File: src/rtl/instr_fmt_pkg.sv
// Shared definitions for the RV32I instruction encoder: field widths, major
// opcodes, instruction format classes, error codes, the request payload and
// the opcode-to-format classifier.
package instr_fmt_pkg;

    localparam int unsigned XLEN  = 32;
    localparam int unsigned OPC_W = 7;
    localparam int unsigned REG_W = 5;
    localparam int unsigned F3_W  = 3;
    localparam int unsigned F7_W  = 7;
    localparam int unsigned ERR_W = 2;

    localparam logic [OPC_W-1:0] OPC_OP     = 7'b0110011;
    localparam logic [OPC_W-1:0] OPC_LOAD   = 7'b0000011;
    localparam logic [OPC_W-1:0] OPC_OP_IMM = 7'b0010011;
    localparam logic [OPC_W-1:0] OPC_JALR   = 7'b1100111;
    localparam logic [OPC_W-1:0] OPC_SYSTEM = 7'b1110011;
    localparam logic [OPC_W-1:0] OPC_STORE  = 7'b0100011;
    localparam logic [OPC_W-1:0] OPC_BRANCH = 7'b1100011;
    localparam logic [OPC_W-1:0] OPC_LUI    = 7'b0110111;
    localparam logic [OPC_W-1:0] OPC_AUIPC  = 7'b0010111;
    localparam logic [OPC_W-1:0] OPC_JAL    = 7'b1101111;

    typedef enum logic [2:0] {
        FMT_R,
        FMT_I,
        FMT_S,
        FMT_B,
        FMT_U,
        FMT_J,
        FMT_BAD
    } fmt_e;

    localparam logic [ERR_W-1:0] ERR_OK    = 2'd0;
    localparam logic [ERR_W-1:0] ERR_RANGE = 2'd1;
    localparam logic [ERR_W-1:0] ERR_ALIGN = 2'd2;
    localparam logic [ERR_W-1:0] ERR_OPC   = 2'd3;

    // Encode request payload as captured into stage 1
    typedef struct packed {
        logic [OPC_W-1:0] opcode;
        logic [REG_W-1:0] rd;
        logic [REG_W-1:0] rs1;
        logic [REG_W-1:0] rs2;
        logic [F3_W-1:0]  funct3;
        logic [F7_W-1:0]  funct7;
        logic [XLEN-1:0]  imm;
    } enc_req_t;

    // Map a major opcode onto its instruction format
    function automatic fmt_e classify(input logic [OPC_W-1:0] op);
        fmt_e f;
        case (op)
            OPC_OP:                                   f = FMT_R;
            OPC_LOAD, OPC_OP_IMM, OPC_JALR, OPC_SYSTEM: f = FMT_I;
            OPC_STORE:                                f = FMT_S;
            OPC_BRANCH:                               f = FMT_B;
            OPC_LUI, OPC_AUIPC:                       f = FMT_U;
            OPC_JAL:                                  f = FMT_J;
            default:                                  f = FMT_BAD;
        endcase
        return f;
    endfunction

endpackage

File: src/rtl/imm_range_chk.sv
// Combinational format classifier and immediate checker.
// Ports:
//   opcode_i  major opcode
//   imm_i     immediate (signed byte offset, or full value for U-type)
//   fmt_o     instruction format
//   err_o     error code; bad opcode > misaligned > out of range
module imm_range_chk
    import instr_fmt_pkg::*;
(
    input  logic [OPC_W-1:0] opcode_i,
    input  logic [XLEN-1:0]  imm_i,
    output fmt_e             fmt_o,
    output logic [ERR_W-1:0] err_o
);

    localparam logic signed [XLEN-1:0] IS_MIN = -32'sd2048;
    localparam logic signed [XLEN-1:0] IS_MAX = 32'sd2047;
    localparam logic signed [XLEN-1:0] B_MIN  = -32'sd4096;
    localparam logic signed [XLEN-1:0] B_MAX  = 32'sd4094;
    localparam logic signed [XLEN-1:0] J_MIN  = -32'sd1048576;
    localparam logic signed [XLEN-1:0] J_MAX  = 32'sd1048574;

    logic signed [XLEN-1:0] imm_s;
    assign imm_s = $signed(imm_i);

    // Alignment is tested before range so it wins on a tie
    always_comb begin
        fmt_o = classify(opcode_i);
        err_o = ERR_OK;
        case (fmt_o)
            FMT_I, FMT_S: begin
                if (imm_s < IS_MIN || imm_s > IS_MAX) err_o = ERR_RANGE;
            end
            FMT_B: begin
                if (imm_i[0])                              err_o = ERR_ALIGN;
                else if (imm_s < B_MIN || imm_s > B_MAX)   err_o = ERR_RANGE;
            end
            FMT_J: begin
                if (imm_i[0])                              err_o = ERR_ALIGN;
                else if (imm_s < J_MIN || imm_s > J_MAX)   err_o = ERR_RANGE;
            end
            FMT_U: begin
                if (imm_i[11:0] != 12'd0) err_o = ERR_ALIGN;
            end
            FMT_BAD: err_o = ERR_OPC;
            default: err_o = ERR_OK;
        endcase
    end

endmodule

File: src/rtl/instr_encoder.sv
// Two-stage elastic RV32I instruction encoder. Stage 1 registers the request
// with its format and error code; stage 2 registers the packed word, which is
// replaced by NOP_WORD whenever an error is reported.
// Optional macro ERR_COUNT_EN adds a 16-bit saturating count of error words
// transferred on the output.
// Ports:
//   clk, rst_n              clock, synchronous active-low reset
//   in_valid/in_ready       request handshake (in_ready is combinational)
//   in_opcode..in_imm       request fields
//   out_valid/out_ready     result handshake
//   out_instr, out_err      encoded word and error code
//   err_count               error transfer count (ERR_COUNT_EN only)
module instr_encoder
    import instr_fmt_pkg::*;
#(
    parameter logic [XLEN-1:0] NOP_WORD = 32'h0000_0013
) (
    input  logic              clk,
    input  logic              rst_n,
    input  logic              in_valid,
    output logic              in_ready,
    input  logic [OPC_W-1:0]  in_opcode,
    input  logic [REG_W-1:0]  in_rd,
    input  logic [REG_W-1:0]  in_rs1,
    input  logic [REG_W-1:0]  in_rs2,
    input  logic [F3_W-1:0]   in_funct3,
    input  logic [F7_W-1:0]   in_funct7,
    input  logic [XLEN-1:0]   in_imm,
    output logic              out_valid,
    input  logic              out_ready,
    output logic [XLEN-1:0]   out_instr,
    output logic [ERR_W-1:0]  out_err
`ifdef ERR_COUNT_EN
    ,
    output logic [15:0]       err_count
`endif
);

    logic             s1_valid_q, s1_valid_d;
    enc_req_t         s1_req_q, s1_req_d;
    fmt_e             s1_fmt_q, s1_fmt_d;
    logic [ERR_W-1:0] s1_err_q, s1_err_d;
    logic             s2_valid_q, s2_valid_d;
    logic [XLEN-1:0]  s2_instr_q, s2_instr_d;
    logic [ERR_W-1:0] s2_err_q, s2_err_d;

    enc_req_t         in_req_c;
    fmt_e             chk_fmt_c;
    logic [ERR_W-1:0] chk_err_c;
    logic             adv2_c;
    logic             accept_c;
    logic [XLEN-1:0]  pack_c;

    assign in_req_c = '{opcode: in_opcode, rd: in_rd, rs1: in_rs1, rs2: in_rs2,
                        funct3: in_funct3, funct7: in_funct7, imm: in_imm};

    imm_range_chk u_chk (
        .opcode_i (in_opcode),
        .imm_i    (in_imm),
        .fmt_o    (chk_fmt_c),
        .err_o    (chk_err_c)
    );

    // Stage 2 frees when empty or draining; stage 1 frees when empty or moving on
    assign adv2_c   = !s2_valid_q || out_ready;
    assign in_ready = rst_n && (!s1_valid_q || adv2_c);
    assign accept_c = in_valid && in_ready;

    // Field packing for the entry held in stage 1
    always_comb begin
        pack_c = NOP_WORD;
        case (s1_fmt_q)
            FMT_R: pack_c = {s1_req_q.funct7, s1_req_q.rs2, s1_req_q.rs1,
                             s1_req_q.funct3, s1_req_q.rd, s1_req_q.opcode};
            FMT_I: pack_c = {s1_req_q.imm[11:0], s1_req_q.rs1, s1_req_q.funct3,
                             s1_req_q.rd, s1_req_q.opcode};
            FMT_S: pack_c = {s1_req_q.imm[11:5], s1_req_q.rs2, s1_req_q.rs1,
                             s1_req_q.funct3, s1_req_q.imm[4:0], s1_req_q.opcode};
            FMT_B: pack_c = {s1_req_q.imm[12], s1_req_q.imm[10:5], s1_req_q.rs2,
                             s1_req_q.rs1, s1_req_q.funct3, s1_req_q.imm[4:1],
                             s1_req_q.imm[11], s1_req_q.opcode};
            FMT_U: pack_c = {s1_req_q.imm[31:12], s1_req_q.rd, s1_req_q.opcode};
            FMT_J: pack_c = {s1_req_q.imm[20], s1_req_q.imm[10:1], s1_req_q.imm[11],
                             s1_req_q.imm[19:12], s1_req_q.rd, s1_req_q.opcode};
            default: pack_c = NOP_WORD;
        endcase
        if (s1_err_q != ERR_OK) pack_c = NOP_WORD;
    end

    // Next-state for both pipeline stages; payloads hold unless a new entry lands
    always_comb begin
        s1_valid_d = s1_valid_q;
        s1_req_d   = s1_req_q;
        s1_fmt_d   = s1_fmt_q;
        s1_err_d   = s1_err_q;
        s2_valid_d = s2_valid_q;
        s2_instr_d = s2_instr_q;
        s2_err_d   = s2_err_q;

        if (in_ready) s1_valid_d = in_valid;
        if (accept_c) begin
            s1_req_d = in_req_c;
            s1_fmt_d = chk_fmt_c;
            s1_err_d = chk_err_c;
        end

        if (adv2_c) begin
            s2_valid_d = s1_valid_q;
            if (s1_valid_q) begin
                s2_instr_d = pack_c;
                s2_err_d   = s1_err_q;
            end
        end
    end

    always_ff @(posedge clk) begin
        if (!rst_n) begin
            s1_valid_q <= 1'b0;
            s1_req_q   <= '0;
            s1_fmt_q   <= FMT_BAD;
            s1_err_q   <= ERR_OK;
            s2_valid_q <= 1'b0;
            s2_instr_q <= '0;
            s2_err_q   <= ERR_OK;
        end else begin
            s1_valid_q <= s1_valid_d;
            s1_req_q   <= s1_req_d;
            s1_fmt_q   <= s1_fmt_d;
            s1_err_q   <= s1_err_d;
            s2_valid_q <= s2_valid_d;
            s2_instr_q <= s2_instr_d;
            s2_err_q   <= s2_err_d;
        end
    end

    assign out_valid = s2_valid_q;
    assign out_instr = s2_instr_q;
    assign out_err   = s2_err_q;

`ifdef ERR_COUNT_EN
    logic [15:0] err_count_q, err_count_d;

    // Saturating count of error words actually handed to the consumer
    always_comb begin
        err_count_d = err_count_q;
        if (s2_valid_q && out_ready && s2_err_q != ERR_OK && err_count_q != 16'hFFFF)
            err_count_d = err_count_q + 16'd1;
    end

    always_ff @(posedge clk) begin
        if (!rst_n) err_count_q <= 16'd0;
        else        err_count_q <= err_count_d;
    end

    assign err_count = err_count_q;
`endif

endmodule

File: config.mk
export PLATFORM = sky130hd
export DESIGN_NAME = instr_encoder
export DESIGN_NICKNAME = d
export VERILOG_FILES = /design/src/rtl/instr_fmt_pkg.sv /design/src/rtl/imm_range_chk.sv /design/src/rtl/instr_encoder.sv
export SDC_FILE = /design/constraint.sdc
export NUM_CORES = 1
export LEC_CHECK = 0
export CAP_MARGIN = 10
export CORE_MARGIN = 4
export CORE_UTILIZATION = 54
export DETAILED_ROUTE_END_ITERATION = 8
export GPL_ROUTABILITY_DRIVEN = 1
export PLACE_DENSITY = 0.85
export REMOVE_ABC_BUFFERS = 1
export SLEW_MARGIN = 20
export SYNTH_ARGS = -nofsm -noshare
export SYNTH_HDL_FRONTEND = slang
export SYNTH_SLANG_ARGS = --single-unit
File: constraint.sdc
create_clock -name clk -period 3.6 [get_ports clk]
set_input_delay 0.72 -clock clk [delete_from_list [all_inputs] [get_ports clk]]
set_output_delay 0.72 -clock clk [all_outputs]
set_load 0.01 [all_outputs]
# Yosys cells after proc, flatten, opt, wreduce, memory -nomap -nowiden
# Cells that the tools add are included.
# classes
magnitude_cmp,6
eq_ne,21
muxes,10
reduce_logical,16
# ops
op,n
$pmux W32 S6,1
$gt A32 B12 Y1 const B,1
$gt A32 B13 Y1 const B,1
$gt A32 B21 Y1 const B,1
$lt A32 B12 Y1 const B,1
$lt A32 B13 Y1 const B,1
$lt A32 B21 Y1 const B,1
$mux W32,1
$eq A7 B7 Y1 const B,4
$eq A7 B6 Y1 const B,3
$pmux W3 S6,1
$eq A3 B3 Y1 const B,5
$eq A7 B5 Y1 const B,2
$eq A3 B2 Y1 const B,4
$reduce_bool A12 Y1,1
$pmux W2 S5,1
$eq A7 B2 Y1 const B,1
$eq A3 B1 Y1 const B,2
$mux W2,3
$logic_or A1 B1 Y1,5
$reduce_or A2 Y1,2
$reduce_or A4 Y1,1
$logic_not A3 Y1,1
$mux W1,3
4 further kinds,6
# totals
register_bits,105
inputBits,68
out_inout_bits,36
elab_cells,66

# Longest topological paths before layout
# depth
ltp_word,6
depth_mapped,8
mapped_depth_nobuf,6

# Cells and area by module
# Synthesis repeated with hierarchy kept, for this count alone.
# hier_totals
cells_unflattened,554
area_unflattened_um2,4556.9
# modules_own_cells
module,instances,cells_each,area_each_um2,seq_area_each_um2
instr_encoder,1,491,4156.5,2102.0
imm_range_chk,1,63,400.4,0.0

# Worst setup path before layout
# OpenSTA, ideal clock, no wires.
# synth_timing
kind,input to register
startpoint,in rst_n
endpoint,reg s1_fmt_q[2]
setup_ps,137
arrival_ps,1840
t_required_ps,3463
slack_ps,1623
stages,6
n_path_buf,4
path_cell_list,clkbuf_1 -> and3_1 -> buf_2 -> buf_2 -> clkbuf_1 -> a31oi_1
# synth_via
elab_chain_cells,2
# synth_lines
element,line,text
"start, declared",instr_encoder.sv:19,"input logic rst_n,"
$logic_and A1 B1 Y1,instr_encoder.sv:66,assign in_ready = rst_n && (!s1_valid_q || adv2_c);
$logic_and A1 B1 Y1,instr_encoder.sv:67,assign accept_c = in_valid && in_ready;
"end signal, assigned",instr_encoder.sv:128,s1_fmt_q <= s1_fmt_d;
"end, declared",instr_encoder.sv:41,"fmt_e s1_fmt_q, s1_fmt_d;"
# Several ways; a longest one is shown, not always the timed one.
# A chain may end at the register's enable or synchronous reset.

# Worst setup path after layout
# layout_timing
startpoint,in out_ready
endpoint,out in_ready
# layout_via
elab_chain_cells,3
# layout_lines
element,line,text
"start, declared",instr_encoder.sv:30,"input logic out_ready,"
$logic_or A1 B1 Y1,instr_encoder.sv:65,assign adv2_c = !s2_valid_q || out_ready;
$logic_or A1 B1 Y1,instr_encoder.sv:66,
$logic_and A1 B1 Y1,instr_encoder.sv:66,
"end, declared",instr_encoder.sv:21,"output logic in_ready,"
# Every way passes these cells.

==> run metrics <==
slew margin rel. 0.3711; met1 wire length 4984 µm; Worst Setup Path Type input pin to output port; GRT Util Overall 0.2362; num ports about 100; worst-path fanout max 5; CP Launch Type input pin; DRC 0; root buf cell clkbuf_8; yosys warns 0; starting density of the core 0.5540; Worst VDD drop 0.2296 mV; die width 99.59 µm; worst setup margin slightly below 800 ps; ys async rst share 0; pwr/cell area 381.9 nW/µm²; via/cell ratio roughly 5.7; final hold violations 0; post_cts resized 0; endpoints failing setup 0; status finished clean; Clock Skews about 11 ps; Final period util 0.7843; Die ar. between 9000 and 10,000 µm²; DRT Pass-1 Iters 5; CTS tree built; GP Congestion slightly below 0.9; final critical-path required period roughly 2800 ps; ANT nets after route 0; Core Rows 33; register area share after synthesis 0.4641; mapped cell area between 4000 and 5000 µm²; measured slew at the worst slew-check pin roughly 940 ps; setup TNS 0 ps; Final Non-Filler Cells between 700 and 800; detailed-route wire length approximately 12,000 µm; ys flop type dfxtp_1; RSZ-0062 raised after global routing false; Final Util 0.7043; vias in the first global route between 4,000 and 5,000; clk_lat worst skew between 300 and 400 ps; largest net degree at the start of global routing 107; synthesis-stage register bit count 105; crit path DAT between 2000 and 2500 ps; P&R area growth vs syn 27.13%; top-area cell type share of the netlist area 0.4641; ranking of synthesized cells by area dfxtp_1 (46%), nand2_1 (13%), o21ai_0 (8.5%); PortBufs between 100 and 150; HPWL Detailed between 8000 and 9000 µm; hold_buf cts 0; WP data required roughly 2900 ps; Core Footprint 8175 µm²; # Max-Cap Violations 0; DR top layer met4; syn avg cell area 8.088 µm²; crit end category output port; Placed Cells ~730; Hold/Removal Path Class flop to flop; grt ovf 0; Vert. Die Dim 99.59 µm; Syn Inst Count 560; first-pass GRT wire length 19,040 µm; Pins Over Slew Limit 0; Setup Fix Bufs, Post-CTS 0; met2 WL about 5700 µm; initial antenna violation count 0; DR WL/cell 15.56 µm; Max Buffers Root-to-Sink 2; H-Tree Depth 3; TritonCTS buffer count 9; Clk pin slew, worst setup/hold paths 100 ps; vias between 4,000 and 5,000; post-synth cell types between 40 and 50; dominant cell type by area after synthesis dfxtp_1; layout cells sized above 1 0.06977; number of synthesized flops with an enable pin 0; n_diodes 0; Leak 1.992 nW; Met3 Wirelength 868 µm; CTS Sinks ~110; Iteration-0 DRC Markers around 240; Place WS 770.0 ps; Final #Nets approximately 700; f_max 0.3542 GHz
## cell type report
cell class,count,area [µm²]
fill,672,2417
clock buffer,11,141.4
multi-input combinational,408,2228
timing repair buffer,110,1091
sequential,105,2102
tap,105,131.4
clock inverter,5,41.29
inverter,6,22.52
## layout by cell type, fill, tap and decap left out, types with 5 or more instances in the layout
cell	n
clkdlybuf4s50_1	102
clkbuf_8	10
dfxtp_1	105
nor2_1	11
inv_1	5
buf_4	6
mux2_2	11
nand4_1	5
nand3_1	9
a21oi_1	12
o22ai_1	6
nor4_1	9
a22oi_1	40
o21ai_0	77
nor2b_1	29
nand2_1	151
and2_1	5
## worst paths after layout
path	startpoint	endpoint	slack, ps	cells past startpoint
worst min register to register	s1_req_q[58]	out_instr[1]	460	2
worst max-delay path	out_ready	in_ready	780	5
worst min-delay path	s1_req_q[58]	out_instr[1]	460	2
worst max register to register	s1_fmt_q[0]	out_instr[24]	1650	5
## sequential cells by signal (all words and copies together), names as in the netlist
name,count
s1_req_q,64
out_instr,32
out_err,2
out_valid,1
s1_err_q,2
s1_fmt_q,3
s1_valid_q,1
## through the flow
step / hold slack (ps) / cell area (µm²) / power, mW
after floorplan: 423.3 / 4348 / 1.393
after global placement: 432.0 / 5575 / 1.541
after detailed placement: 449.0 / 5575 / 1.552
after CTS: 461.8 / 5758 / 2.211
after global routing: 486.3 / 5758 / 2.297
final: 458.2 / 5758 / 2.199
## layer usage
metal  global-route usage  vias up
li1                     -     2091
met1               0.3054     1972
met2               0.3962      178
met3              0.06381       10
met4              0.05147        0
met5                    0        -
## synth_stat cells, types with 5 or more instances
cell type / number
nand3_1: 9
nand4_1: 5
nand2_1: 151
o21ai_0: 77
o22ai_1: 6
nor4_1: 9
nor2_1: 11
nor2b_1: 29
clkbuf_1: 30
dfxtp_1: 105
and2_1: 5
inv_1: 5
a22oi_1: 40
mux2_2: 11
a21oi_1: 12
## worst max-delay path, stage by stage
cell	delay (ps)
clkdlybuf4s50_1	450
nor2b_4	170
nand2_1	80
and2_1	180
clkdlybuf4s50_1	500
## kinds of logic after synthesis
family,after synthesis,synth area share
XOR/XNOR,1,0.001934
multiplexers,12,0.02956
AND/OR/NAND/NOR,236,0.2373
AO/OA/AOI/OAI,159,0.2221
buffers and inverters,47,0.04503
flip-flops,105,0.4641
## power breakdown
group          internal (mW)  total [mW]  leakage (nW)  switching, mW
Sequential              1.22        1.26         0.862         0.0377
Clock                  0.274       0.671        0.0857          0.397
Combinational          0.135       0.270          1.04          0.135
Power figures use the tool's default switching activity.
